===== config.mk =====
export PLATFORM = sky130hd
export DESIGN_NAME = sprite_load_scheduler_flat
export DESIGN_NICKNAME = d
export VERILOG_FILES = /design/src/rtl/sprite_load_scheduler_pkg.sv /design/src/rtl/sprite_load_scheduler_if.sv /design/src/rtl/sprite_rr_picker.sv /design/src/rtl/sprite_load_scheduler.sv /design/src/flat_wrapper.sv
export SDC_FILE = /design/constraint.sdc
export NUM_CORES = 1
export LEC_CHECK = 0
export ABC_AREA = 1
export BUFFER_PORTS_ARGS = -buffer_cell sky130_fd_sc_hd__buf_2
export CORE_ASPECT_RATIO = 1.1
export CORE_MARGIN = 8
export CORE_UTILIZATION = 52
export CTS_CLUSTER_DIAMETER = 150
export DETAILED_ROUTE_END_ITERATION = 8
export GPL_TIMING_DRIVEN = 0
export PLACE_DENSITY = 0.86
export SETUP_SLACK_MARGIN = 0.15
export SYNTH_ARGS = -nofsm -noshare
export SYNTH_HDL_FRONTEND = slang
export SYNTH_HIERARCHICAL = 1
export SYNTH_SLANG_ARGS = --single-unit

===== constraint.sdc =====
create_clock -name clk -period 2.6 [get_ports clk]
set_input_delay 0.26 -clock clk [delete_from_list [all_inputs] [get_ports clk]]
set_output_delay 0.26 -clock clk [all_outputs]
set_load 0.05 [all_outputs]

===== src/rtl/sprite_load_scheduler_pkg.sv =====
// Shared definitions for the sprite load scheduler.
//   state_e   : scheduler FSM states (IDLE / SETUP / LOAD)
//   DROP_SAT  : saturation value of the per-frame drop counters
//   popcount  : number of set bits in a request mask (up to 16 sprites)
//   sat_add   : drop-counter add that sticks at DROP_SAT instead of wrapping
package sprite_sched_pkg;

  typedef enum logic [1:0] {
    ST_IDLE,
    ST_SETUP,
    ST_LOAD
  } state_e;

  localparam logic [7:0] DROP_SAT = 8'hFF;

  function automatic logic [4:0] popcount(input logic [15:0] mask);
    logic [4:0] n;
    n = '0;
    for (int i = 0; i < 16; i++) begin
      n = n + 5'(mask[i]);
    end
    return n;
  endfunction

  function automatic logic [7:0] sat_add(input logic [7:0] acc, input logic [4:0] inc);
    logic [8:0] sum;
    sum = {1'b0, acc} + {4'b0000, inc};
    return (sum > {1'b0, DROP_SAT}) ? DROP_SAT : sum[7:0];
  endfunction

endpackage


===== src/rtl/sprite_load_scheduler_if.sv =====
// Bus between the scheduler and the sprite renderers sharing the bitmap ROM.
//   req         : renderer in_progress flags, one per sprite
//   rom_addr_in : renderer ROM row addresses, sprite i at [i*YOFS_BITS +: YOFS_BITS]
//   rom_addr    : shared ROM row address driven by the scheduler
//   load        : one-hot, single-cycle load strobes to the renderers
// master = scheduler side, slave = renderer side.
interface sprite_load_scheduler_if #(
  parameter int NUM_SPRITES = 2,
  parameter int YOFS_BITS   = 4
);
  logic [NUM_SPRITES-1:0]           req;
  logic [NUM_SPRITES*YOFS_BITS-1:0] rom_addr_in;
  logic [YOFS_BITS-1:0]             rom_addr;
  logic [NUM_SPRITES-1:0]           load;

  modport master (input req, rom_addr_in, output rom_addr, load);
  modport slave  (output req, rom_addr_in, input rom_addr, load);
endinterface


===== src/rtl/sprite_rr_picker.sv =====
// Rotating priority encoder.
//   mask  : candidate sprites
//   ptr   : index with highest priority
//   index : lowest set index at or above ptr, wrapping to 0 when none is found
//   valid : mask has at least one bit set
module sprite_rr_picker #(
  parameter  int N  = 2,
  localparam int IW = (N > 1) ? $clog2(N) : 1
) (
  input  logic [N-1:0]  mask,
  input  logic [IW-1:0] ptr,
  output logic [IW-1:0] index,
  output logic          valid
);

  logic [IW-1:0] cand;

  // Walk offsets from farthest to nearest so the nearest hit is the last write.
  always_comb begin
    // NOTE: every output of a combinational block gets a default first, so no
    // path leaves it unassigned and no latch is inferred.
    index = '0;
    valid = 1'b0;
    cand  = '0;
    for (int ofs = N - 1; ofs >= 0; ofs--) begin
      cand = IW'((int'(ptr) + ofs) % N);
      if (mask[cand]) begin
        index = cand;
        valid = 1'b1;
      end
    end
  end

endmodule


===== src/rtl/sprite_load_scheduler.sv =====
// Shares one sprite bitmap ROM between NUM_SPRITES renderers during hblank.
// At hpos == LOAD_START the active renderers are snapshotted; each is then
// given a SETUP cycle (ROM address driven) and a LOAD cycle (strobe), in
// rotating-priority order. Requests that do not fit before LOAD_END are
// dropped, counted, and served first on the next line.
//   clk, reset  : pixel clock, asynchronous active-low reset
//   hpos, vsync : timing from the sync generator
//   bus         : request / address / strobe bus (master side)
//   busy        : high while in SETUP or LOAD
//   frame_drops : drops in the last completed frame, saturating at 255
module sprite_load_scheduler
  import sprite_sched_pkg::*;
#(
  parameter int NUM_SPRITES = 2,
  parameter int YOFS_BITS   = 4,
  parameter int LOAD_START  = 256,
  parameter int LOAD_END    = 300
) (
  input  logic                    clk,
  input  logic                    reset,
  input  logic [8:0]              hpos,
  input  logic                    vsync,
  sprite_load_scheduler_if.master bus,
  output logic                    busy,
  output logic [7:0]              frame_drops
);

  localparam int IW = (NUM_SPRITES > 1) ? $clog2(NUM_SPRITES) : 1;

  state_e                 state, state_next;
  logic [IW-1:0]          grant, grant_next;
  logic [IW-1:0]          rr_ptr, rr_ptr_next;
  logic [NUM_SPRITES-1:0] pending, pending_next;
  logic [NUM_SPRITES-1:0] rest;
  logic [NUM_SPRITES-1:0] pick_mask;
  logic [IW-1:0]          pick_index;
  logic                   pick_valid;
  logic [NUM_SPRITES-1:0] load_vec;
  logic [4:0]             drop_now;
  logic [7:0]             drop_acc;
  logic                   vsync_q;
  logic                   vsync_rise;
  logic [YOFS_BITS-1:0]   rom_sel;

  // Requests still waiting once the current grant has been strobed.
  assign rest = pending & ~(NUM_SPRITES'(1) << grant);

  // One picker serves both the snapshot (IDLE) and the follow-on choice (LOAD).
  assign pick_mask = (state == ST_IDLE) ? bus.req : rest;

  sprite_rr_picker #(.N(NUM_SPRITES)) u_picker (
    .mask  (pick_mask),
    .ptr   (rr_ptr),
    .index (pick_index),
    .valid (pick_valid)
  );

  always_comb begin
    state_next   = state;
    grant_next   = grant;
    pending_next = pending;
    rr_ptr_next  = rr_ptr;
    load_vec     = '0;
    drop_now     = '0;
    busy         = 1'b0;
    case (state)
      ST_IDLE: begin
        if (hpos == 9'(LOAD_START)) begin
          pending_next = bus.req;
          if (pick_valid) begin
            grant_next = pick_index;
            state_next = ST_SETUP;
          end
        end
      end
      ST_SETUP: begin
        busy       = 1'b1;
        state_next = ST_LOAD;
      end
      ST_LOAD: begin
        busy            = 1'b1;
        load_vec[grant] = 1'b1;
        pending_next    = rest;
        if (rest == '0) begin
          state_next = ST_IDLE;
        end else if (int'(hpos) + 2 < LOAD_END) begin
          grant_next = pick_index;
          state_next = ST_SETUP;
        end else begin
          // Window exhausted: the first unserved sprite leads next line.
          drop_now    = popcount(16'(rest));
          rr_ptr_next = pick_index;
          state_next  = ST_IDLE;
        end
      end
      default: state_next = ST_IDLE;
    endcase
  end

  always_ff @(posedge clk or negedge reset) begin
    // NOTE: state registers use non-blocking assignments so every flop samples
    // the pre-edge values regardless of statement order.
    if (!reset) begin
      state   <= ST_IDLE;
      grant   <= '0;
      pending <= '0;
      rr_ptr  <= '0;
    end else begin
      state   <= state_next;
      grant   <= grant_next;
      pending <= pending_next;
      rr_ptr  <= rr_ptr_next;
    end
  end

  // Frame accounting: a drop landing on the vsync edge belongs to the new frame.
  assign vsync_rise = vsync & ~vsync_q;

  always_ff @(posedge clk or negedge reset) begin
    if (!reset) begin
      vsync_q     <= 1'b0;
      drop_acc    <= '0;
      frame_drops <= '0;
    end else begin
      vsync_q <= vsync;
      if (vsync_rise) begin
        frame_drops <= drop_acc;
        drop_acc    <= sat_add(8'd0, drop_now);
      end else begin
        drop_acc <= sat_add(drop_acc, drop_now);
      end
    end
  end

  // Address follows the registered grant, so it only changes on clock edges;
  // it is forced to zero while reset is held.
  assign rom_sel      = YOFS_BITS'(bus.rom_addr_in >> (int'(grant) * YOFS_BITS));
  assign bus.rom_addr = reset ? rom_sel : '0;
  assign bus.load     = load_vec;

endmodule


===== src/flat_wrapper.sv =====
// flat-port wrapper written by rule: the top's interface ports become plain ports
module sprite_load_scheduler_flat import sprite_sched_pkg::*;
#(
  parameter int NUM_SPRITES = 2,
  parameter int YOFS_BITS   = 4,
  parameter int LOAD_START  = 256,
  parameter int LOAD_END    = 300
)
  (clk, reset, hpos, vsync, busy, frame_drops, bus_req, bus_rom_addr_in, bus_rom_addr, bus_load);
  sprite_load_scheduler_if #(.NUM_SPRITES(NUM_SPRITES), .YOFS_BITS(YOFS_BITS)) bus_i ();
  input  logic clk;
  input  logic reset;
  input  logic [8:0] hpos;
  input  logic vsync;
  output logic busy;
  output logic [7:0] frame_drops;
  input wire logic [$bits(bus_i.req)-1:0] bus_req;
  input wire logic [$bits(bus_i.rom_addr_in)-1:0] bus_rom_addr_in;
  output wire logic [$bits(bus_i.rom_addr)-1:0] bus_rom_addr;
  output wire logic [$bits(bus_i.load)-1:0] bus_load;
  assign bus_i.req = bus_req;
  assign bus_i.rom_addr_in = bus_rom_addr_in;
  assign bus_rom_addr = bus_i.rom_addr;
  assign bus_load = bus_i.load;
  sprite_load_scheduler #(.NUM_SPRITES(NUM_SPRITES), .YOFS_BITS(YOFS_BITS), .LOAD_START(LOAD_START), .LOAD_END(LOAD_END)) u_core (.clk(clk), .reset(reset), .hpos(hpos), .vsync(vsync), .bus(bus_i), .busy(busy), .frame_drops(frame_drops));
endmodule

---- Yosys cells after proc, flatten, opt, wreduce, memory -nomap -nowiden ----
Index checks and enable logic that the tools add are counted.
cells by class
  $lt $le $gt $ge ......................... 7
  bitwise logic cells ..................... 6
  reduce and logical (&&, ||, !) cells .... 9
  add/subtract/negate cells ............... 4
  equality and inequality tests ........... 7
  muxes and demuxes ....................... 32
  shift operators ......................... 2
operators by type and width
  kind                    count
  $lt A32 B10 Y1 const B  1
  $mux W8                 3
  $mux W1                 15
  $mux W5                 3
  $mux W2                 6
  $add A9 B2 Y10 const B  1
  $add A8 B5 Y9           1
  $eq A9 B9 Y1 const B    1
  $gt A9 B8 Y1 const B    1
  $gt A5 B8 Y1 const B    1
  $shr A8 B3 Y4           1
  $lt A1 B2 Y1 const B    3
  $pmux W2 S3             1
  $reduce_and A5 Y1       1
  $logic_not A2 Y1        2
  $mux W4                 1
  $ne A2 B1 Y1 const B    2
  $ne A2 B2 Y1 const B    2
  $pmux W2 S2             1
  $reduce_and A2 Y1       2
  $not A1 Y1              3
  $reduce_and A3 Y1       1
  $add A1 B1 Y2           1
  $and A2 B2 Y2           1
  12 further kinds        12
storage, ports and cells
  flip-flop bits (word level) ............. 23
  logic and storage cells ................. 74
  input bits .............................. 22

---- Longest topological paths before layout ----
Gate-level depths: netlist (run 1).
  depth after elaboration ................. 11
  mapped depth ............................ 21
  mapped depth without buffers ............ 21

---- Cells and area by module ----
The synthesis (run 1) kept the hierarchy.
by module, submodules not included
  module                 seq. area each (µm²)  cells an instance  times used  area an instance (µm²)
  sprite_load_scheduler  575.6                 194                1           1,427.6
  sprite_rr_picker       0.0                   4                  1           18.8

---- Least setup slack after synthesis (run 1) ----
OpenSTA, ideal clock, no wires.
  path kind ............................... input port to flip-flop
  start ................................... in hpos[1]
  end ..................................... reg u_core.drop_acc[0]
  data required time ...................... 2,475 ps
  data arrival time ....................... 2,262 ps
  setup slack ............................. 212 ps
  stages .................................. 20
  cell sequence ........................... ha_1 or2_0 nand3_1 nand3_1 nand2_1 nand2_1 nand2_1 nand2_1 nand3_2 inv_2 ha_1 fa_1 nand2_1 nor2_1 nand3_1 nor2_1 nand2_1 inv_1 o21ai_0 o21ai_1
on the way
  longest elaborated chain between the ends .. 9
RTL lines
  what                  line                             source
  start, declared       flat_wrapper.sv:13               input logic [8:0] hpos;
  $add A9 B2 Y10 *      sprite_load_scheduler.sv:86      end else if (int'(hpos) + 2 < LOAD_END) begin
  $lt A32 B10 Y1 *      sprite_load_scheduler.sv:86
  $mux W5 *             sprite_load_scheduler.sv:86
  $mux W5 *             sprite_load_scheduler.sv:84      if (rest == '0) begin
  $mux W5 *             sprite_load_scheduler.sv:66      case (state)
  $add A8 B5 Y9         sprite_load_scheduler_pkg.sv:27  sum = {1'b0, acc} + {4'b0000, inc};
  $gt A9 B8 Y1          sprite_load_scheduler_pkg.sv:28  return (sum > {1'b0, DROP_SAT}) ? DROP_SAT : sum[7:0];
  $mux W8               sprite_load_scheduler_pkg.sv:28
  $mux W8 *             sprite_load_scheduler.sv:126     if (vsync_rise) begin
  end signal, assigned  sprite_load_scheduler.sv:128     drop_acc <= sat_add(8'd0, drop_now);
  end signal, assigned  sprite_load_scheduler.sv:130     drop_acc <= sat_add(drop_acc, drop_now);
  end, declared         sprite_load_scheduler.sv:40      logic [7:0] drop_acc;
Mark *: on every way between the ends. The rest lies on a longest branch, timed or not.
A chain may end at the register's enable or synchronous reset.

---- Final worst setup path (run 1) ----
  start ................................... reg u_core.state[0]
  end ..................................... reg u_core.drop_acc[0]
on the way
  longest elaborated chain between the ends .. 6
RTL lines
  what                    line                             source
  start, declared         sprite_load_scheduler.sv:30      state_e state, state_next;
  start signal, assigned  sprite_load_scheduler.sv:109     state <= state_next;
  $eq A2 B2 Y1 *          sprite_load_scheduler.sv:66
  $mux W5 *               sprite_load_scheduler.sv:66
  $add A8 B5 Y9           sprite_load_scheduler_pkg.sv:27
  $gt A9 B8 Y1            sprite_load_scheduler_pkg.sv:28
  $mux W8                 sprite_load_scheduler_pkg.sv:28
  $mux W8 *               sprite_load_scheduler.sv:126
Marked as above.

==> results of run 1 <==
-- metal layers --
layer  up-vias  GRT usage  part of all wire
met5         -          0                 0
met4         0     0.0499             0.014
met3         8     0.0203             0.070
met2        56      0.231              0.52
met1       604      0.154              0.39
li1        710          -                 -
-- registers in the layout (all words and copies together) (netlist names) --
register,flops
u_core/drop_acc,8
u_core/frame_drops,8
u_core/grant,1
u_core/pending,2
u_core/rr_ptr,1
u_core/state,2
u_core/vsync_q,1
-- report_power, final --
part | internal, mW | leakage, nW | switching, mW | total [mW]
Clock | 0.0574 | 0.0177 | 0.106 | 0.163
Combinational | 0.278 | 0.648 | 0.628 | 0.907
Sequential | 0.457 | 0.302 | 0.0707 | 0.528
Total | 0.793 | 0.968 | 0.805 | 1.60
-- worst reg2reg max path, delay by kind of cell, from the launching register on --
family,cells,cell delay (ns)
and+or+nand+nor,6,0.75
adders and majority gates,3,0.67
DFF,1,0.43
buffers and inverters,3,0.28
AOI/OAI and AO/OA,2,0.14
-- per-stage QoR --
step	setup slack (ns)	instance area [sq um]	instances
final	0.270	1770	276
after CTS	0.157	1710	273
after detailed placement	-0.177	1670	268
after floorplan	0.212	1450	199
after global routing	0.101	1770	276
after global placement	-0.123	1670	268
-- cell families (layout without fill, tap and decap cells) --
group,count (synthesis),count (layout)
buf+inv,33,77
fa+ha+maj,8,8
xor+xnor,4,4
flops,23,23
simple gates,97,97
compound gates,32,32
other cells,1,2
-- cell usage in the layout, fill, tap and decap left out, types with 4 or more instances in the layout --
cell | netlist | final
a21oi_1 | 7 | 7
buf_2 | 0 | 36
dfrtp_1 | 23 | 23
ha_1 | 7 | 5
inv_1 | 26 | 25
inv_2 | 4 | 5
nand2_1 | 48 | 47
nand2_2 | 3 | 4
nand3_1 | 13 | 12
nor2_1 | 22 | 20
o21ai_0 | 15 | 12
o21ai_1 | 8 | 11
-- repair_timing --
action | 4_1_cts | 5_1_grt
resized for setup | 0 | 13
setup buffers | 0 | 3
hold buffers | 1 | 0
endpoints found under the setup margin | 0 | 7
hold endpoints to repair | 23 | 0
-- area by class of cell --
class	instances	area (sq um)
repair buffers	40	213
clock inverters	1	5.00
plain buffers	2	15.0
well taps	33	41.3
flip-flops and latches	23	576
multi-input cells	143	778
clock buffers	3	22.5
fillers	267	936
inverters	31	116
-- synthesized netlist by cell type (all sizes together) (2+ instances only) --
master  count  area [sq um]
xor2        3          26.3
ha          7          87.6
a21oi       7          35.0
nor2       26           118
inv        30           113
or2         2          12.5
o21ai      23           115
nand3      14          75.1
dfrtp      23           576
nor3        2          10.0
nand2      51           199
-- how the worst max path moves through the flow --
stage,from,end,slack [ns],cells after the start
CTS,u_core/state[0],u_core/drop_acc[0],0.16,14
detailed placement,hpos[1],u_core/drop_acc[0],-0.18,21
floorplan,hpos[1],u_core/drop_acc[0],0.21,20
global route,u_core/state[0],u_core/drop_acc[0],0.10,14
finish,u_core/state[0],u_core/drop_acc[0],0.27,14
global placement,hpos[1],u_core/drop_acc[0],-0.12,21
==> flow_summary_export.csv, run 1 <==
group,metric,value,unit
timing,setup_viol,0,
setup_path,crit_chain,"inv_1 -> ha_1 -> nand3_2 -> inv_2 -> ha_4 -> fa_2 -> nand2_1 -> nor2_2 -> nand3_2 -> nor2_4 -> nand2_2 -> inv_2 -> o21ai_1 -> o21ai_1",
cells_and_area,fin_nets,274,
floorplanning,ioPinCount,37,
floorplanning,die_h,71.3,microns
yosys,synth_area_per_cell,7.30,sq um
clock_network,cts_tree,"built",
yosys,synth_xor_area_frac,0.0242,
power_and_ir_drop,totalPowerFinal,1.60,mW
clock_network,clockBufferDepth,2,
yosys,synthFlopType,"dfrtp_1",
setup_path,r2r-end,"u_core/drop_acc[0]",
yosys,synthMuxAreaShare,0,
floorplanning,die_x,66.3,microns
setup_path,critPathBufInv,3,
setup_path,rr_worst_depth,14,
clock_network,cts_root_buf,"clkbuf_4",
setup_path,path_delay_family,"simple AND/OR/NAND/NOR gates",
setup_path,cp-start-kind,"register",
power_and_ir_drop,vdd_drop_max,0.000569,V
grt,grt_antenna_before_repair,0,
yosys,synth_top_family_by_area,"simple AND/OR/NAND/NOR gates",
setup_path,path_max_fanout,7,
timing,hold_violations,0,
setup_path,arrival,2.56,ns
setup_path,r2r-start,"u_core/state[0]",
yosys,ys_seq_elements,23,
cells_and_area,finish.utilization,0.654,
worst_hold_path,timing.hold.worst_endpoint,"u_core/vsync_q",
power_and_ir_drop,p_per_area,904,nW/um^2
worst_hold_path,min-delay-start,"vsync",
detailed_routing,wirelength,3.32,mm
timing,tns,0,ns
cells_and_area,n_antenna_cell,0,
grt,grt_max_degree,28,
clock_network,worstSkewPairLatency,0.31,ns
grt,grt_pass1_vias,1313,
yosys,synth_fa_ha_area_frac,0.0744,
detailed_routing,firstDrtPassIters,6,
yosys,synth_cell_types,28,
detailed_routing,vias,1378,
yosys,yosys.area_share.simple,0.296,
detailed_routing,wire_per_inst,12.0,microns
clock_network,cts_made_buffers,3,
yosys,async_flop_share,1.00,
floorplanning,start_util,0.535,
setup_path,crit_required,2.83,ns
detailed_routing,vias_per_cell,4.99,
timing,hold_ws,0.0596,ns
timing,fin_crit_sh,0.896,
clock_network,htree_num_levels,1,
power_and_ir_drop,power.leakage,0.968,nW
status,status,"finished, final reports clean",
timing,worst_pin_slew,0.543,ns
worst_hold_path,hp-class,"in -> reg",
timing,rsz0062_at_grt,"no",
detailed_routing,detail-route-antenna-nets,0,
timing,fin_skew,0.0132,ns
detailed_routing,drtIter0Drc,72,
floorplanning,fp.coreArea,2700,sq um
setup_path,path_class,"reg -> reg",
placement,dp_hpwl,2.37,mm
placement,io_buffer_count,36,
yosys,syn_area,1450,sq um
grt,grt_pass1_wl,5.22,mm
yosys,ys_seq_area_frac,0.398,
floorplanning,rows,20,
timing,period_needed,2.33,ns
yosys,synthCells,198,
yosys,yosysWarnings,6,
setup_path,crit_slowest_cell,"dfrtp_1",
detailed_routing,drc,0,
cells_and_area,drive_gt1_frac,0.263,
setup_path,max_stage_delay,0.43,ns
yosys,synth-edff-count,0,
yosys,synth_compound_area_frac,0.114,
setup_path,reg2reg_setup_slack,0.27,ns
setup_path,end_kind,"register",
floorplanning,die-area,4730,sq um
grt,overflow,0,
worst_hold_path,hold_path_depth,1,
placement,place_congestion,0.841,
run,maxCapViolations,0,
cells_and_area,syn2layout_area_growth,22.1,%
clock_network,clkTransAtPathRegs,0.13,ns
timing,drv_slew,0,
clock_network,numClockSinks,23,
timing,slew_headroom,0.638,
grt,grtUsageTotal,0.132,
timing,clock.fmax,0.429,GHz
Note: power is estimated with default switching activity, not from simulation.
==> inputs of run 2 (changes only) <==
Settings changed: ABC_AREA 1 to not set, CORE_UTILIZATION 52 to 53, PLACE_DENSITY 0.86 to 0.87.
==> run 2 against run 1 <==
Sequential power is 15% lower. Flip-flop and latch count stayed put. Final area is 5.5% higher. Core utilization is 3.0 points higher. Fmax is 1.2% lower. Combinational power is 45% lower. Clock power is 2% higher. Clock-buffer cell count stayed put. Worst hold slack worse by 0.0046 ns. Critical path type is now in -> reg. Critical endpoint is now u_core/drop_acc[4]. Highest routed layer unchanged.
==> flow_summary_export.csv, run 2 <==
group,metric,value,unit
timing,rsz0062_at_grt,"yes",
detailed_routing,wire_per_inst,14.8,microns
grt,grt_max_degree,28,
yosys,async_flop_share,1.00,
setup_path,r2r-end,"u_core/grant",
grt,grt_pass1_wl,5.46,mm
clock_network,numClockSinks,23,
timing,period_needed,2.36,ns
timing,worst_pin_slew,0.552,ns
timing,hold_violations,0,
cells_and_area,fillers,212,
grt,grtUsageTotal,0.140,
cells_and_area,syn2layout_area_growth,25.7,%
setup_path,arrival,2.56,ns
clock_network,worstSkewPairLatency,0.31,ns
setup_path,critPathLaunch,"hpos[1]",
placement,placed_area,1720,sq um
floorplanning,die_h,71.5,microns
yosys,synthCells,153,
yosys,synthTopCellsByCount,"23 x dfrtp_1, 13 x nand2_1, 11 x inv_1",
detailed_routing,firstDrtPassIters,4,
power_and_ir_drop,netSwitchingPower,0.457,mW
yosys,yosys.area_share.simple,0.226,
setup_path,path_max_fanout,7,
setup_path,r2r-start,"u_core/state[0]",
power_and_ir_drop,power.leakage,0.918,nW
cells_and_area,stdcell_area,1860,sq um
yosys,ys_seq_area_frac,0.388,
grt,grt_antenna_before_repair,0,
timing,drv_slew,0,
placement,io_buffer_count,36,
yosys,yosysWarnings,6,
cells_and_area,reg_top3,"u_core/drop_acc: 8 flops, u_core/frame_drops: 8 flops",
yosys,synth_area_per_cell,9.69,sq um
yosys,synth_xor_area_frac,0.0118,
yosys,synthTopCellsByArea,"dfrtp_1 39%, mux2_2 6.8%, ha_1 5.9%",
cells_and_area,n_antenna_cell,0,
yosys,synthMuxAreaShare,0.102,
cells_and_area,drive_gt1_frac,0.400,
floorplanning,fp.coreArea,2730,sq um
floorplanning,die_x,66.4,microns
yosys,synth.largest_area_cell,"dfrtp_1",
timing,slew_headroom,0.632,
power_and_ir_drop,switching_share,0.411,
setup_path,cp-start-kind,"input port",
power_and_ir_drop,clkPwrFrac,0.150,
timing,clock.fmax,0.424,GHz
status,status,"finished, final reports clean",
yosys,synth_top_area_share,0.388,
clock_network,clockBufferDepth,2,
timing,hold_ws,0.0550,ns
clock_network,cts_root_buf,"clkbuf_4",
cells_and_area,layout_commonest_cell,"buf_2",
yosys,syn_area,1480,sq um
yosys,synth_compound_area_frac,0.145,
worst_hold_path,hp-class,"in -> reg",
run,maxCapViolations,0,
setup_path,end_kind,"register",
setup_path,reg2reg_setup_slack,0.28,ns
clock_network,cts_tree,"built",
floorplanning,start_util,0.544,
yosys,synth_top_family_by_area,"simple AND/OR/NAND/NOR gates",
power_and_ir_drop,totalPowerFinal,1.11,mW
grt,grt_pass1_vias,1335,
timing,setup_viol,0,
placement,place_congestion,0.873,
power_and_ir_drop,intPower,0.655,mW
power_and_ir_drop,combPwrFrac,0.445,
detailed_routing,drtIter0Drc,52,
detailed_routing,wirelength,3.45,mm
clock_network,cts_made_buffers,3,
floorplanning,rows,20,
clock_network,htree_num_levels,1,
grt,overflow,0,
floorplanning,ioPinCount,37,
power_and_ir_drop,p_per_area,597,nW/um^2
yosys,synth-edff-count,0,
detailed_routing,vias,1275,
setup_path,endpoint,"u_core/drop_acc[4]",
floorplanning,die-area,4750,sq um
detailed_routing,detail-route-antenna-nets,0,
timing,fin_crit_sh,0.907,
setup_path,rr_worst_depth,11,
setup_path,crit_required,2.80,ns
cells_and_area,fin_nets,231,
yosys,yosysMostFrequentCell,"dfrtp_1",
clock_network,clkTransAtPathRegs,0.13,ns
power_and_ir_drop,pwr-share-seq,0.405,
cells_and_area,mostFrequentLayoutCells,"36 x buf_2, 23 x dfrtp_1, 13 x nand2_1",
placement,dp_hpwl,2.56,mm
yosys,ys_seq_elements,23,
detailed_routing,drc,0,
yosys,synthFlopType,"dfrtp_1",
yosys,synth_cell_types,44,
yosys,synth_fa_ha_area_frac,0.0726,
power_and_ir_drop,vdd_drop_max,0.000384,V
timing,fin_skew,0.00222,ns
detailed_routing,vias_per_cell,5.47,
setup_path,path_class,"in -> reg",
run 2: routing by layer:
layer  GRT usage  part of all wire
met1       0.161              0.43
met2       0.237              0.52
met3      0.0296             0.043
met4      0.0689            0.0046
met5           0                 0
run 2: cell type report:
class	count	area (sq um)	area share
Multi-Input combinational cell	116	916	0.491
Sequential cell	23	576	0.309
Timing Repair Buffer	42	228	0.122
Inverter	11	41.3	0.0221
Tap cell	33	41.3	0.0221
Buffer	4	35.0	0.0188
Clock buffer	3	22.5	0.0121
Clock inverter	1	5.00	0.00268
run 2: per-stage QoR:
stage | instances | util | worst slack (ns) | TNS [ns]
5_1_grt | 233 | 0.683 | 0.0708 | 0
3_3_place_gp | 223 | 0.629 | -0.150 | -0.406
6_report | 233 | 0.683 | 0.241 | 0
4_1_cts | 230 | 0.650 | 0.175 | 0
3_5_place_dp | 223 | 0.629 | -0.313 | -1.69
2_1_floorplan | 154 | - | 0.300 | 0
run 2: worst min-delay path by stage:
stage | start | endpoint | slack [ns] | cells after the start
floorplan | reset | u_core/drop_acc[0] | -0.04 | 0
detailed placement | reset | u_core/frame_drops[6] | 0.28 | 1
global placement | reset | u_core/frame_drops[6] | 0.27 | 1
CTS | vsync | u_core/vsync_q | 0.04 | 1
global route | vsync | u_core/vsync_q | 0.04 | 1
finish | vsync | u_core/vsync_q | 0.05 | 1
run 2: worst max-delay path, stage by stage:
cell	delay (ns)
buf_2	0.14
ha_4	0.19
nand2b_1	0.16
o32ai_2	0.34
nor3_2	0.08
a311oi_2	0.36
nand3_2	0.14
inv_2	0.09
ha_4	0.14
fa_2	0.27
and3_4	0.20
nand3_1	0.07
o21ai_0	0.08
nor2_1	0.06
run 2: cells by family (layout without fill, tap and decap cells):
logic type	Yosys count	count (layout)
XOR/XNOR	2	2
buffers and inverters	15	61
other	1	2
multiplexers	14	14
AND/OR/NAND/NOR	60	60
adder cells (fa/ha/maj)	8	8
flip-flops	23	23
AO/OA/AOI/OAI	30	30
run 2: power groups by stage:
stage | Sequential (mW) | Clock [mW] | Combinational (mW)
4_1_cts | 0.448 | 0.175 | 0.480
3_3_place_gp | 0.451 | 0 | 0.461
5_1_grt | 0.457 | 0.183 | 0.529
2_1_floorplan | 0.523 | 0 | 0.298
6_report | 0.450 | 0.167 | 0.495
3_5_place_dp | 0.456 | 0 | 0.476
run 2: repair_timing:
item,in CTS,in global routing
hold buffers,1,0
endpoints found under the hold margin,23,0
buffers inserted,2,3
gates resized for setup,1,15
pin swaps,4,7
setup endpoints to repair,3,8
